## src/rtl/uart_ctrl.sv

```systemverilog
// uart_ctrl: CPU-facing register block for the uart.
// Buffers outgoing bytes in a small TX FIFO, sequences the uart launch
// handshake one byte at a time, captures received bytes and raises a
// level interrupt.
module uart_ctrl #(
  parameter logic [31:0] BASE_ADDR    = 32'h40000018,
  parameter int          FIFO_DEPTH   = 4,
  parameter int          BUSY_TIMEOUT = 1024
) (
  input  logic        sysclk,
  input  logic        reset,
  input  logic [31:0] addr,
  input  logic [31:0] wdata,
  input  logic        mem_read,
  input  logic        mem_write,
  output logic [31:0] rdata,
  output logic        irq,
  output logic [7:0]  uart_tx_data,
  output logic        uart_tx_enable,
  input  logic        uart_tx_status,
  input  logic [7:0]  uart_rx_data,
  input  logic        uart_rx_status,
  output logic        uart_rx_enable
);

  localparam int AW = (FIFO_DEPTH > 1) ? $clog2(FIFO_DEPTH) : 1;
  localparam int CW = $clog2(FIFO_DEPTH + 1);
  localparam int TW = $clog2(BUSY_TIMEOUT + 1);
  localparam logic [CW-1:0] FULL_COUNT    = CW'(FIFO_DEPTH);
  localparam logic [TW-1:0] TIMEOUT_LIMIT = TW'(BUSY_TIMEOUT);

  localparam logic [1:0] ST_IDLE      = 2'd0;
  localparam logic [1:0] ST_LAUNCH    = 2'd1;
  localparam logic [1:0] ST_WAIT_BUSY = 2'd2;
  localparam logic [1:0] ST_WAIT_DONE = 2'd3;

  // Address decode and bus strobes
  logic sel_txd, sel_rxd, sel_con;
  logic txd_wr, con_wr, rxd_rd, con_rd;

  assign sel_txd = (addr == BASE_ADDR);
  assign sel_rxd = (addr == BASE_ADDR + 32'd4);
  assign sel_con = (addr == BASE_ADDR + 32'd8);
  assign txd_wr  = mem_write && sel_txd;
  assign con_wr  = mem_write && sel_con;
  assign rxd_rd  = mem_read && sel_rxd;
  assign con_rd  = mem_read && sel_con;

  // Only the low byte of write data is architecturally visible.
  logic unused_wdata;
  assign unused_wdata = ^wdata[31:8];

  // TX FIFO
  logic [7:0]    fifo_mem [FIFO_DEPTH];
  logic [AW-1:0] wr_ptr, rd_ptr;
  logic [CW-1:0] count;
  logic          fifo_empty, fifo_full, push, pop;

  // TX sequencer
  logic [1:0]    state;
  logic [7:0]    hold;
  logic [TW-1:0] tmo_cnt, tmo_next;
  logic          tx_done_set, tx_err_set;

  // Control / status registers
  logic tx_irq_en, rx_irq_en, tx_done, tx_err;
  logic rx_valid, rx_overrun, rx_prev, rx_edge;
  logic [7:0] rx_byte;
  logic tx_busy;
  logic [31:0] con_value;

  assign fifo_empty = (count == '0);
  assign fifo_full  = (count == FULL_COUNT);
  // The head leaves the FIFO on the IDLE->LAUNCH edge so the hold register
  // already carries the byte during the launch pulse.
  assign pop  = (state == ST_IDLE) && !fifo_empty && uart_tx_status;
  assign push = txd_wr && (!fifo_full || pop);

  assign tmo_next    = tmo_cnt + TW'(1);
  assign tx_err_set  = (state == ST_WAIT_BUSY) && uart_tx_status && (tmo_next == TIMEOUT_LIMIT);
  assign tx_done_set = (state == ST_WAIT_DONE) && uart_tx_status;

  // uart handshake: uart_tx_enable is a one-cycle launch pulse with
  // uart_tx_data valid alongside it; the uart acknowledges by dropping
  // uart_tx_status (busy) and signals completion by raising it again.
  // A launch is only issued while uart_tx_status is high (uart idle).
  assign uart_tx_enable = (state == ST_LAUNCH);
  assign uart_tx_data   = hold;
  assign uart_rx_enable = 1'b1;

  assign tx_busy   = !fifo_empty || (state != ST_IDLE);
  assign rx_edge   = uart_rx_status && !rx_prev;
  assign con_value = {24'b0, tx_err, rx_overrun, fifo_full, tx_busy,
                      rx_valid, tx_done, rx_irq_en, tx_irq_en};

  // FIFO storage; contents need no reset since count gates every read
  always_ff @(posedge sysclk) begin
    if (push) fifo_mem[wr_ptr] <= wdata[7:0];
  end

  // FIFO pointers and occupancy
  always_ff @(posedge sysclk) begin
    if (reset) begin
      wr_ptr <= '0;
      rd_ptr <= '0;
      count  <= '0;
    end else begin
      if (push) wr_ptr <= wr_ptr + AW'(1);
      if (pop)  rd_ptr <= rd_ptr + AW'(1);
      if (push && !pop)      count <= count + CW'(1);
      else if (pop && !push) count <= count - CW'(1);
    end
  end

  // TX sequencer: launch, wait for busy (with timeout), wait for done
  always_ff @(posedge sysclk) begin
    if (reset) begin
      state   <= ST_IDLE;
      hold    <= '0;
      tmo_cnt <= '0;
    end else begin
      case (state)
        ST_IDLE: begin
          if (pop) begin
            hold  <= fifo_mem[rd_ptr];
            state <= ST_LAUNCH;
          end
        end
        ST_LAUNCH: begin
          tmo_cnt <= '0;
          state   <= ST_WAIT_BUSY;
        end
        ST_WAIT_BUSY: begin
          tmo_cnt <= tmo_next;
          if (!uart_tx_status) state <= ST_WAIT_DONE;
          else if (tx_err_set) state <= ST_IDLE;
        end
        default: begin
          if (uart_tx_status) state <= ST_IDLE;
        end
      endcase
    end
  end

  // CON enables and TX sticky flags; a set in the same cycle as a CON read wins
  always_ff @(posedge sysclk) begin
    if (reset) begin
      tx_irq_en <= 1'b0;
      rx_irq_en <= 1'b0;
      tx_done   <= 1'b0;
      tx_err    <= 1'b0;
    end else begin
      if (con_wr) begin
        tx_irq_en <= wdata[0];
        rx_irq_en <= wdata[1];
      end
      if (tx_done_set) tx_done <= 1'b1;
      else if (con_rd) tx_done <= 1'b0;
      if (tx_err_set)  tx_err <= 1'b1;
      else if (con_rd) tx_err <= 1'b0;
    end
  end

  // RX capture on the rising edge of uart_rx_status, with overrun tracking
  always_ff @(posedge sysclk) begin
    if (reset) begin
      rx_prev    <= 1'b0;
      rx_byte    <= '0;
      rx_valid   <= 1'b0;
      rx_overrun <= 1'b0;
    end else begin
      rx_prev <= uart_rx_status;
      if (rx_edge) begin
        rx_byte  <= uart_rx_data;
        rx_valid <= 1'b1;
      end else if (rxd_rd) begin
        rx_valid <= 1'b0;
      end
      if (rx_edge && rx_valid && !rxd_rd) rx_overrun <= 1'b1;
      else if (con_rd)                    rx_overrun <= 1'b0;
    end
  end

  // Registered interrupt, one cycle behind its sources
  always_ff @(posedge sysclk) begin
    if (reset) irq <= 1'b0;
    else       irq <= (tx_irq_en && tx_done) || (rx_irq_en && rx_valid);
  end

  // Combinational read mux; zero when not reading or address unmapped
  always_comb begin
    rdata = '0;
    if (mem_read) begin
      if (sel_rxd)      rdata = {24'b0, rx_byte};
      else if (sel_con) rdata = con_value;
    end
  end

endmodule

```

## config.mk

```make
export PLATFORM = sky130hd
export DESIGN_NAME = uart_ctrl
export DESIGN_NICKNAME = d
export VERILOG_FILES = /design/src/rtl/uart_ctrl.sv
export SDC_FILE = /design/constraint.sdc
export NUM_CORES = 1
export LEC_CHECK = 0
export CAP_MARGIN = 40
export CORE_MARGIN = 3
export CORE_UTILIZATION = 25
export DETAILED_ROUTE_END_ITERATION = 7
export GPL_TIMING_DRIVEN = 0
export SLEW_MARGIN = 10
export SYNTH_ARGS = -nofsm -noshare
export SYNTH_HDL_FRONTEND = slang
export SYNTH_SLANG_ARGS = --single-unit
```

## constraint.sdc

```tcl
create_clock -name sysclk -period 3.2 [get_ports sysclk]
set_clock_uncertainty 0.2 [all_clocks]
set_input_delay 0.48 -clock sysclk [delete_from_list [all_inputs] [get_ports sysclk]]
set_output_delay 0.48 -clock sysclk [all_outputs]
set_load 0.05 [all_outputs]
```

==> impl_results.html, run 1 <==
<table>
<tr><th>Metric</th><th>Value</th></tr>
<tr><th colspan="2">Status</th></tr>
<tr><td>Result of the run</td><td>finished, final reports clean</td></tr>
<tr><th colspan="2">Placement</th></tr>
<tr><td>Post-detailed-placement cell area</td><td>between 4000 and 5000 sq um</td></tr>
<tr><td>Sum of net half-perimeters after detailed placement</td><td>roughly 6.6 mm</td></tr>
<tr><td>Routability congestion estimate from global placement</td><td>0.757</td></tr>
<tr><td>Count of port buffers added during placement</td><td>70</td></tr>
<tr><td>Dpl cells</td><td>636</td></tr>
<tr><th colspan="2">Power and ir drop</th></tr>
<tr><td>Power, Total</td><td>~2.2 mW</td></tr>
<tr><td>VDD IR-drop max</td><td>about 0.21 mV</td></tr>
<tr><td>Power per cell area</td><td>about 440 nW/um^2</td></tr>
<tr><td>Leak</td><td>about 1.8 nW</td></tr>
<tr><th colspan="2">Layout</th></tr>
<tr><td>Footprint of the flip-flops and latches</td><td>1840 sq um</td></tr>
<tr><td>Fillcell total</td><td>about 1,500</td></tr>
<tr><td>Antenna Diode Count</td><td>0</td></tr>
<tr><td>Count of placed standard cells in the final layout, fillers left out</td><td>about 660</td></tr>
<tr><td>Area of the multi-input gates</td><td>between 1500 and 2000 sq um</td></tr>
<tr><td>Share of layout cells above drive strength 1</td><td>16.2%</td></tr>
<tr><td>Final Net Count</td><td>560</td></tr>
<tr><td>Area added between synthesis and finish</td><td>36.0%</td></tr>
<tr><td>Design area</td><td>between 5000 and 6000 sq um</td></tr>
<tr><th colspan="2">Global route</th></tr>
<tr><td>Gr ovfl total</td><td>0</td></tr>
<tr><td>Number of antenna violations at the first check in global routing</td><td>0</td></tr>
<tr><td>GR Util All Layers</td><td>a little over a tenth</td></tr>
<tr><td>Maximum number of pins on one net before global-route repair</td><td>14</td></tr>
<tr><td>First-pass GRT wire length</td><td>14.2 mm</td></tr>
<tr><td>Number of global-route vias before repair</td><td>a little under 3,000</td></tr>
<tr><th colspan="2">Clock tree</th></tr>
<tr><td>Clock transition at the registers of the reported paths</td><td>roughly 60 ps</td></tr>
<tr><td>Clock buffers created by TritonCTS</td><td>9</td></tr>
<tr><td>TritonCTS clock tree</td><td>yes</td></tr>
<tr><td>Number of sinks on the clock net</td><td>76</td></tr>
<tr><td>Later-pin clock latency in the skew report</td><td>around 330 ps</td></tr>
<tr><td>H-tree depth reported by CTS</td><td>3</td></tr>
<tr><td>Hold buffer count at cts</td><td>0</td></tr>
<tr><td>CTS Buffer Depth</td><td>2</td></tr>
<tr><td>Cell chosen for the clock root</td><td>sky130_fd_sc_hd__clkbuf_16</td></tr>
<tr><th colspan="2">Worst hold path</th></tr>
<tr><td>Worst min path class</td><td>flip-flop to flip-flop</td></tr>
<tr><td>Worst Hold Launch</td><td>rx_byte[1]</td></tr>
<tr><th colspan="2">Setup path</th></tr>
<tr><td>Reg-to-reg critical path startpoint</td><td>state[0]</td></tr>
<tr><td>Required @ worst endpoint</td><td>approximately 2500 ps</td></tr>
<tr><td>Worst reg-to-reg setup slack</td><td>between 300 and 400 ps</td></tr>
<tr><td>Critical Path Source Type</td><td>primary input</td></tr>
<tr><td>Worst setup path category</td><td>primary input to primary output</td></tr>
<tr><td>Critical Path End Type</td><td>primary output</td></tr>
<tr><td>Max FO, Critical Path</td><td>10</td></tr>
<tr><td>Crit path from</td><td>addr[23]</td></tr>
<tr><td>Data arrival time of the critical path</td><td>approximately 2400 ps</td></tr>
<tr><th colspan="2">Drt</th></tr>
<tr><td>Post-detailed-route wirelength per cell</td><td>roughly 14 um</td></tr>
<tr><td>Via-to-Cell Ratio</td><td>approximately 4.5</td></tr>
<tr><td>Drt pass-1 iters</td><td>4</td></tr>
<tr><td>Number of antenna-violating nets in the routed design</td><td>0</td></tr>
<tr><td># DRC</td><td>0</td></tr>
<tr><td>Total via count in the routed design</td><td>around 3,000</td></tr>
<tr><td>Initial detailed-routing violation count</td><td>between 100 and 150</td></tr>
<tr><td>Final wirelength</td><td>roughly 8.9 mm</td></tr>
<tr><th colspan="2">Timing</th></tr>
<tr><td>Final slew viol count</td><td>0</td></tr>
<tr><td>Final worst-path cycle share</td><td>95.9%</td></tr>
<tr><td>Number of failing hold endpoints at the final stage</td><td>0</td></tr>
<tr><td>Setup repair after global routing missed its margin</td><td>no</td></tr>
<tr><td>Worst slew margin relative to its limit</td><td>slightly below 60%</td></tr>
<tr><td>Final min period</td><td>3070 ps</td></tr>
<tr><td>Fmax</td><td>326 MHz</td></tr>
<tr><td>Count of endpoints failing setup in the final report</td><td>0</td></tr>
<tr><td>Slew at the pin closest to its max-slew limit</td><td>~620 ps</td></tr>
<tr><th colspan="2">Synthesis</th></tr>
<tr><td>Synthesized cell area</td><td>3690 sq um</td></tr>
<tr><td>Number of enable flip-flop cells after synthesis</td><td>32</td></tr>
<tr><td>Mean Syn Cell Area</td><td>between 10 and 15 sq um</td></tr>
<tr><td>Distinct cells, synth</td><td>57</td></tr>
<tr><td>Flip-flop and latch count after synthesis</td><td>between 70 and 80</td></tr>
<tr><td>Dominant register cell in the synthesized netlist</td><td>sky130_fd_sc_hd__dfxtp_1</td></tr>
<tr><td>Count of yosys warnings during synthesis</td><td>0</td></tr>
<tr><td>Mapped Cells</td><td>about 360</td></tr>
<tr><td>Sequential-to-total area share from yosys stat</td><td>around half</td></tr>
<tr><td>Share of synthesized registers carrying an async set or reset</td><td>0%</td></tr>
<tr><th colspan="2">Die</th></tr>
<tr><td>Effective utilization at floorplan</td><td>about a quarter</td></tr>
<tr><td>Full die area</td><td>between 15,000 and 20,000 sq um</td></tr>
<tr><td>Floorplan die width</td><td>128 um</td></tr>
<tr><td>Number of top-level design ports</td><td>121</td></tr>
<tr><td>Die Y-Extent</td><td>128 um</td></tr>
<tr><td>Total number of placement rows</td><td>43</td></tr>
<tr><td>Core area</td><td>approximately 14,000 sq um</td></tr>
<tr><th colspan="2">Job</th></tr>
<tr><td>Maximum Capacitance Violations</td><td>0</td></tr>
</table>
-- path summary, 6_finish.rpt --
| check | endpoint | cells past startpoint |
|---|---|---|
| worst max register to register | count[2] | 11 |
| worst min-delay path | rx_byte[1] | 2 |
| worst max-delay path | rdata[7] | 8 |
| worst min register to register | rx_byte[1] | 2 |
-- cell families (layout without fill, tap and decap cells) --
group | Yosys count | count (layout) | share of synthesized area [%]
and+or+nand+nor | 126 | 126 | 17.4
AOI/OAI and AO/OA | 71 | 71 | 12.3
buffers and inverters | 57 | 147 | 8.47
muxes | 13 | 13 | 6.26
other | 2 | 25 | 0.203
xor gates and xnor gates | 5 | 5 | 1.19
DFF | 76 | 76 | 49.8
adders and majority gates | 12 | 12 | 4.27
-- synth_stat cells, types with 3 or more instances --
library cell / count / area, sq um
sky130_fd_sc_hd__a211oi_1: 4 / 30.0
sky130_fd_sc_hd__a21oi_1: 37 / 185
sky130_fd_sc_hd__a22o_1: 7 / 61.3
sky130_fd_sc_hd__and2_1: 4 / 25.0
sky130_fd_sc_hd__buf_2: 3 / 15.0
sky130_fd_sc_hd__buf_4: 25 / 188
sky130_fd_sc_hd__clkbuf_1: 12 / 45.0
sky130_fd_sc_hd__dfxtp_1: 44 / 881
sky130_fd_sc_hd__edfxtp_1: 32 / 961
sky130_fd_sc_hd__ha_1: 11 / 138
sky130_fd_sc_hd__inv_1: 14 / 52.6
sky130_fd_sc_hd__mux2i_1: 4 / 40.0
sky130_fd_sc_hd__mux4_2: 8 / 180
sky130_fd_sc_hd__nand2_1: 45 / 169
sky130_fd_sc_hd__nand2b_1: 5 / 31.3
sky130_fd_sc_hd__nand3_1: 8 / 40.0
sky130_fd_sc_hd__nor2_1: 23 / 86.3
sky130_fd_sc_hd__nor3_1: 7 / 35.0
sky130_fd_sc_hd__nor4_1: 10 / 62.6
sky130_fd_sc_hd__nor4b_1: 3 / 26.3
sky130_fd_sc_hd__o21ai_0: 8 / 40.0
sky130_fd_sc_hd__or3_1: 3 / 18.8
sky130_fd_sc_hd__xor2_1: 3 / 26.3
-- critical path, cell delays in order --
cell,delay [ps]
sky130_fd_sc_hd__clkdlybuf4s50_1,420
sky130_fd_sc_hd__nor4_1,280
sky130_fd_sc_hd__nand4_1,110
sky130_fd_sc_hd__buf_4,180
sky130_fd_sc_hd__nor4_2,310
sky130_fd_sc_hd__buf_4,230
sky130_fd_sc_hd__a22o_1,150
sky130_fd_sc_hd__clkbuf_4,230
-- what timing repair did --
action,CTS,global route
pin swaps,3,1
gates cloned,0,0
endpoints found under the setup margin,10,9
gates resized for setup,45,16
buffers inserted,3,0
-- sequential cells by signal (all words and copies together), names as in the netlist --
| name | flops |
|---|---|
| irq | 1 |
| uart_tx_data | 8 |
| rx_overrun | 1 |
| tmo_cnt | 11 |
| tx_err | 1 |
| rx_prev | 1 |
| rd_ptr | 2 |
| count | 3 |
| state | 2 |
| rx_valid | 1 |
| rx_byte | 8 |
| fifo_mem | 32 |
| tx_done | 1 |
| wr_ptr | 2 |
| tx_irq_en | 1 |
| rx_irq_en | 1 |
-- area by class of cell --
class | count | area share, %
sequential | 76 | 36.7
multi-input combinational | 252 | 33.1
timing repair buffer | 74 | 14.1
buffer | 42 | 5.18
clock buffer | 10 | 4.56
tap | 180 | 4.48
inverter | 15 | 1.12
clock inverter | 6 | 0.797
-- metal layers --
metal | part of all wire, % | global-route usage [%]
met5 | 0 | 0
met4 | 1.0 | 3.50
met3 | 6.3 | 2.84
met2 | 50 | 19.1
met1 | 43 | 13.2
-- per-stage QoR --
| stage | setup slack (ps) | TNS [ps] | hold WS [ps] | utilization, % |
|---|---|---|---|---|
| after floorplan | 206 | 0 | 236 | - |
| after global placement | -996 | -14800 | 244 | 33.3 |
| after detailed placement | -856 | -16200 | 250 | 33.3 |
| after CTS | 28.1 | 0 | 258 | 35.3 |
| after global routing | 0.679 | 0 | 282 | 35.5 |
| final | 132 | 0 | 259 | 35.5 |
-- where the power goes --
group          total (mW)  internal (mW)  switching, mW
clock network       0.905          0.523          0.382
logic               0.272          0.112          0.160
registers            1.03           1.02        0.00876
total                2.21           1.66          0.550
-- placed cells by master (no fill, tap or decap), drive strengths merged, types with 2 or more instances in the layout --
master | netlist | final
a211oi | 4 | 4
nor4b | 3 | 3
or3 | 3 | 3
clkdlybuf4s50 | 0 | 62
and4 | 2 | 2
o31ai | 2 | 2
mux2i | 4 | 4
clkinvlp | 0 | 2
o21ai | 8 | 8
and2 | 4 | 4
nor2 | 23 | 23
xnor2 | 2 | 2
or4 | 2 | 2
clkbuf | 13 | 27
dfxtp | 44 | 44
inv | 14 | 15
nand2 | 45 | 45
nand3 | 9 | 9
nand4 | 2 | 2
nor4 | 12 | 12
nor3 | 7 | 7
a22o | 7 | 7
buf | 29 | 37
xor2 | 3 | 3
a21oi | 37 | 37
conb | 2 | 25
mux4 | 8 | 8
clkinv | 1 | 4
nor2b | 2 | 2
edfxtp | 32 | 32
ha | 11 | 11
nand3b | 2 | 2
nand2b | 5 | 5
Note: power is estimated with default switching activity, not from simulation.
==> run 2: changes to the inputs <==
==> constraint.sdc (replaced) <==
create_clock -name sysclk -period 3.2 [get_ports sysclk]
set_clock_uncertainty 0.2 [all_clocks]
set_input_delay 0.8 -clock sysclk [delete_from_list [all_inputs] [get_ports sysclk]]
set_output_delay 0.8 -clock sysclk [all_outputs]
set_load 0.05 [all_outputs]
==> impl_results.html, run 2 (synthesized netlist as in run 1, its figures left out) <==
<table>
<tr><th>Metric</th><th>Value</th></tr>
<tr><th colspan="2">Setup path</th></tr>
<tr><td>Reg-to-reg critical path startpoint</td><td>state[0]</td></tr>
<tr><td>End of the worst register-to-register path</td><td>count[2]</td></tr>
<tr><td>Crit path from</td><td>addr[21]</td></tr>
<tr><td>Series of cell instances along the critical path</td><td>buf_2 -&gt; nor4_4 -&gt; nand4_1 -&gt; buf_6 -&gt; nor4_4 -&gt; buf_4 -&gt; a32o_2 -&gt; buf_8</td></tr>
<tr><td>Number of cells traversed by the worst register-to-register path</td><td>11 (unchanged)</td></tr>
<tr><td>Critical Path Source Type</td><td>primary input</td></tr>
<tr><td>Critical path depth in cells</td><td>8 (unchanged)</td></tr>
<tr><td>Kind of cell adding the most delay to the critical path</td><td>simple AND/OR/NAND/NOR gates</td></tr>
<tr><td>Max FO, Critical Path</td><td>4 (-6)</td></tr>
<tr><td>Slowest cell delay on critical path</td><td>240 ps (-180 ps)</td></tr>
<tr><td>Critical Path End Type</td><td>primary output</td></tr>
<tr><td>Slowest library cell on the worst path</td><td>sky130_fd_sc_hd__nor4_4</td></tr>
<tr><td>Bufs and invs on worst path</td><td>4 (unchanged)</td></tr>
<tr><td>Cell mode on critical path</td><td>sky130_fd_sc_hd__nor4_4</td></tr>
<tr><td>Data arrival time of the critical path</td><td>2300 ps (-90 ps)</td></tr>
<tr><td>Required @ worst endpoint</td><td>2200 ps (-320 ps)</td></tr>
<tr><td>Worst setup path category</td><td>primary input to primary output</td></tr>
<tr><td>Worst reg-to-reg setup slack</td><td>270 ps (-50 ps)</td></tr>
<tr><th colspan="2">Worst hold path</th></tr>
<tr><td>Worst min path class</td><td>flip-flop to flip-flop</td></tr>
<tr><td>Worst hold path cell count</td><td>2 (unchanged)</td></tr>
<tr><td>Worst Hold Launch</td><td>rx_byte[5]</td></tr>
<tr><td>End point of the worst hold path</td><td>rx_byte[5]</td></tr>
<tr><th colspan="2">Global route</th></tr>
<tr><td>GR Util All Layers</td><td>10.7% (-0.25 points)</td></tr>
<tr><td>Gr ovfl total</td><td>0 (unchanged)</td></tr>
<tr><td>Maximum number of pins on one net before global-route repair</td><td>17 (+3)</td></tr>
<tr><td>First-pass GRT wire length</td><td>14.0 mm (-1.3%)</td></tr>
<tr><td>Number of antenna violations at the first check in global routing</td><td>0 (unchanged)</td></tr>
<tr><td>Number of global-route vias before repair</td><td>2,964 (+1.7%)</td></tr>
<tr><th colspan="2">Drt</th></tr>
<tr><td>Met1 WL</td><td>3.61 mm (-4.7%)</td></tr>
<tr><td>Routed wl met2</td><td>4.46 mm (+0.75%)</td></tr>
<tr><td>Drt pass-1 iters</td><td>4 (unchanged)</td></tr>
<tr><td># DRC</td><td>0 (unchanged)</td></tr>
<tr><td>Via-to-Cell Ratio</td><td>4.53 (+0.33%)</td></tr>
<tr><td>Final wirelength</td><td>8.73 mm (-1.6%)</td></tr>
<tr><td>Number of antenna-violating nets in the routed design</td><td>0 (unchanged)</td></tr>
<tr><td>Metal3 WL</td><td>518 um (-7.8%)</td></tr>
<tr><td>Initial detailed-routing violation count</td><td>84 (-23%)</td></tr>
<tr><td>Post-detailed-route wirelength per cell</td><td>13.2 um (-2.5%)</td></tr>
<tr><td>Total via count in the routed design</td><td>2,992 (+1.3%)</td></tr>
<tr><td>Highest metal layer used by the detailed router</td><td>met4</td></tr>
<tr><th colspan="2">Timing</th></tr>
<tr><td>Final worst-path cycle share</td><td>103% (+7.2 points)</td></tr>
<tr><td>Count of endpoints failing setup in the final report</td><td>8 (+8)</td></tr>
<tr><td>Final min period</td><td>3300 ps (+231 ps)</td></tr>
<tr><td>Slew at the pin closest to its max-slew limit</td><td>678 ps (+55.4 ps)</td></tr>
<tr><td>Least setup slack across all paths after layout</td><td>-99.7 ps (-231 ps)</td></tr>
<tr><td>Fmax</td><td>303 MHz (-7.0%)</td></tr>
<tr><td>Number of failing hold endpoints at the final stage</td><td>0 (unchanged)</td></tr>
<tr><td>Setup repair after global routing missed its margin</td><td>yes</td></tr>
<tr><td>Worst slew margin relative to its limit</td><td>54.4% (-4.1 points)</td></tr>
<tr><td>Final slew viol count</td><td>0 (unchanged)</td></tr>
<tr><th colspan="2">Status</th></tr>
<tr><td>Failing checks</td><td>negative setup slack</td></tr>
<tr><td>Result of the run</td><td>complete, but fails checks</td></tr>
<tr><th colspan="2">Layout</th></tr>
<tr><td>Area of the multi-input gates</td><td>1870 sq um (+12%)</td></tr>
<tr><td>Footprint of the flip-flops and latches</td><td>1840 sq um (unchanged)</td></tr>
<tr><td>Most frequent cells in the layout</td><td>45 x sky130_fd_sc_hd__nand2_1, 44 x sky130_fd_sc_hd__dfxtp_1, 37 x sky130_fd_sc_hd__a21oi_1</td></tr>
<tr><td>Design area</td><td>5320 sq um (+5.9%)</td></tr>
<tr><td>Antenna Diode Count</td><td>0 (unchanged)</td></tr>
<tr><td>Share of layout cells above drive strength 1</td><td>26.4% (+10 points)</td></tr>
<tr><td>Top flop regs</td><td>fifo_mem x32, tmo_cnt x11</td></tr>
<tr><td>Fillcell total</td><td>1,388 (-4.3%)</td></tr>
<tr><td>Max reg flops</td><td>32 (unchanged)</td></tr>
<tr><td>Most frequent standard cell in the layout excluding fill and tap cells</td><td>sky130_fd_sc_hd__nand2_1</td></tr>
<tr><td>Count of placed standard cells in the final layout, fillers left out</td><td>661 (+0.92%)</td></tr>
<tr><td>Area added between synthesis and finish</td><td>44.0%</td></tr>
<tr><td>Largest reg by FF count</td><td>fifo_mem</td></tr>
<tr><td>Final Net Count</td><td>566 (+1.1%)</td></tr>
<tr><td>Final cell utilization of the core</td><td>37.6% (+2.1 points)</td></tr>
<tr><th colspan="2">Die</th></tr>
<tr><td>Die Y-Extent</td><td>128 um (unchanged)</td></tr>
<tr><td>Total number of placement rows</td><td>43 (unchanged)</td></tr>
<tr><td>Full die area</td><td>16,300 sq um (unchanged)</td></tr>
<tr><td>Effective utilization at floorplan</td><td>26.1% (unchanged)</td></tr>
<tr><td>Core area</td><td>14,100 sq um (unchanged)</td></tr>
<tr><td>Floorplan die width</td><td>128 um (unchanged)</td></tr>
<tr><td>Number of top-level design ports</td><td>121 (unchanged)</td></tr>
<tr><th colspan="2">Clock tree</th></tr>
<tr><td>Clock buffers created by TritonCTS</td><td>9 (unchanged)</td></tr>
<tr><td>H-tree depth reported by CTS</td><td>3 (unchanged)</td></tr>
<tr><td>CTS Buffer Depth</td><td>2 (unchanged)</td></tr>
<tr><td>Clock transition at the registers of the reported paths</td><td>60 ps (about the same)</td></tr>
<tr><td>Number of sinks on the clock net</td><td>76 (unchanged)</td></tr>
<tr><td>Later-pin clock latency in the skew report</td><td>330 ps (about the same)</td></tr>
<tr><td>TritonCTS clock tree</td><td>yes</td></tr>
<tr><td>Cell chosen for the clock root</td><td>sky130_fd_sc_hd__clkbuf_16</td></tr>
<tr><th colspan="2">Power and ir drop</th></tr>
<tr><td>Leak</td><td>2.00 nW (+11%)</td></tr>
<tr><td>Power per cell area</td><td>443 nW/um^2 (+0.92%)</td></tr>
<tr><td>VDD IR-drop max</td><td>0.230 mV (+12%)</td></tr>
<tr><th colspan="2">Placement</th></tr>
<tr><td>Dpl cells</td><td>635 (-0.16%)</td></tr>
<tr><td>Count of port buffers added during placement</td><td>70 (unchanged)</td></tr>
<tr><td>Sum of net half-perimeters after detailed placement</td><td>6.51 mm (-2.0%)</td></tr>
<tr><td>Routability congestion estimate from global placement</td><td>0.800 (+5.6%)</td></tr>
<tr><td>Pre-CTS setup slack</td><td>-1400 ps (-539 ps)</td></tr>
<tr><td>Post-detailed-placement cell area</td><td>4780 sq um (+1.4%)</td></tr>
<tr><th colspan="2">Job</th></tr>
<tr><td>Maximum Capacitance Violations</td><td>0 (unchanged)</td></tr>
</table>
==> run 2: cell types whose count changed in the layout (fill, tap and decap cells not counted), sizes merged, moves of 2 or more <==
| cell | before | now |
|---|---|---|
| buf | 37 | 61 |
| clkbuf | 27 | 29 |
| clkdlybuf4s15 | 0 | 9 |
| clkdlybuf4s50 | 62 | 29 |
| clkinv | 4 | 2 |
| clkinvlp | 2 | 0 |
| dlygate4sd2 | 0 | 3 |
| inv | 15 | 19 |
==> run 2: worst max path at each step <==
stage	endpoint
finish	rdata[5]
global route	rdata[5]
CTS	rdata[5]
detailed placement	rdata[5]
global placement	rdata[5]
floorplan	count[2]
==> run 2: worst min-delay path: stages (launching register included) <==
cell and delay (ps):
sky130_fd_sc_hd__dfxtp_1 310, sky130_fd_sc_hd__nand2_1 50, sky130_fd_sc_hd__a21oi_1 50
==> run 2: stage by stage <==
stage | TNS, ps | hold slack [ps] | power (mW)
finish | -500 | 260 | 2.36
global route | -1350 | 287 | 2.44
CTS | -1100 | 259 | 2.37
detailed placement | -20170 | 250 | 1.33
global placement | -18160 | 243 | 1.32
floorplan | -52.1 | 237 | 1.22
==> run 2: timing repair <==
| item | CTS | global route |
|---|---|---|
| hold buffers | 0 | 0 |
| setup buffers | 7 | 1 |
| pin swaps | 18 | 20 |
| gates cloned | 2 | 0 |
| endpoints found under the setup margin | 10 | 9 |
| resized for setup | 169 | 30 |
==> run 2: where the power goes <==
group	leakage [nW]	internal, mW	switching (mW)
Sequential	0.644	1.02	0.00980
Combinational	1.20	0.103	0.173
Clock	0.155	0.624	0.428
==> run 2: metal layers <==
layer	GRT usage, %	up-vias
li1	-	1486
met1	12.1	1409
met2	19.6	85
met3	2.34	12
met4	4.00	0
met5	0	-
==> run 2: final cells by class <==
type                       count  area share (%)
buffer                        42            5.01
clock buffer                   9            4.23
clock inverter                 7            1.65
inverter                      15            1.06
multi-input combinational    252            35.1
sequential                    76            34.6
tap                          180            4.23
timing repair buffer          80            14.1
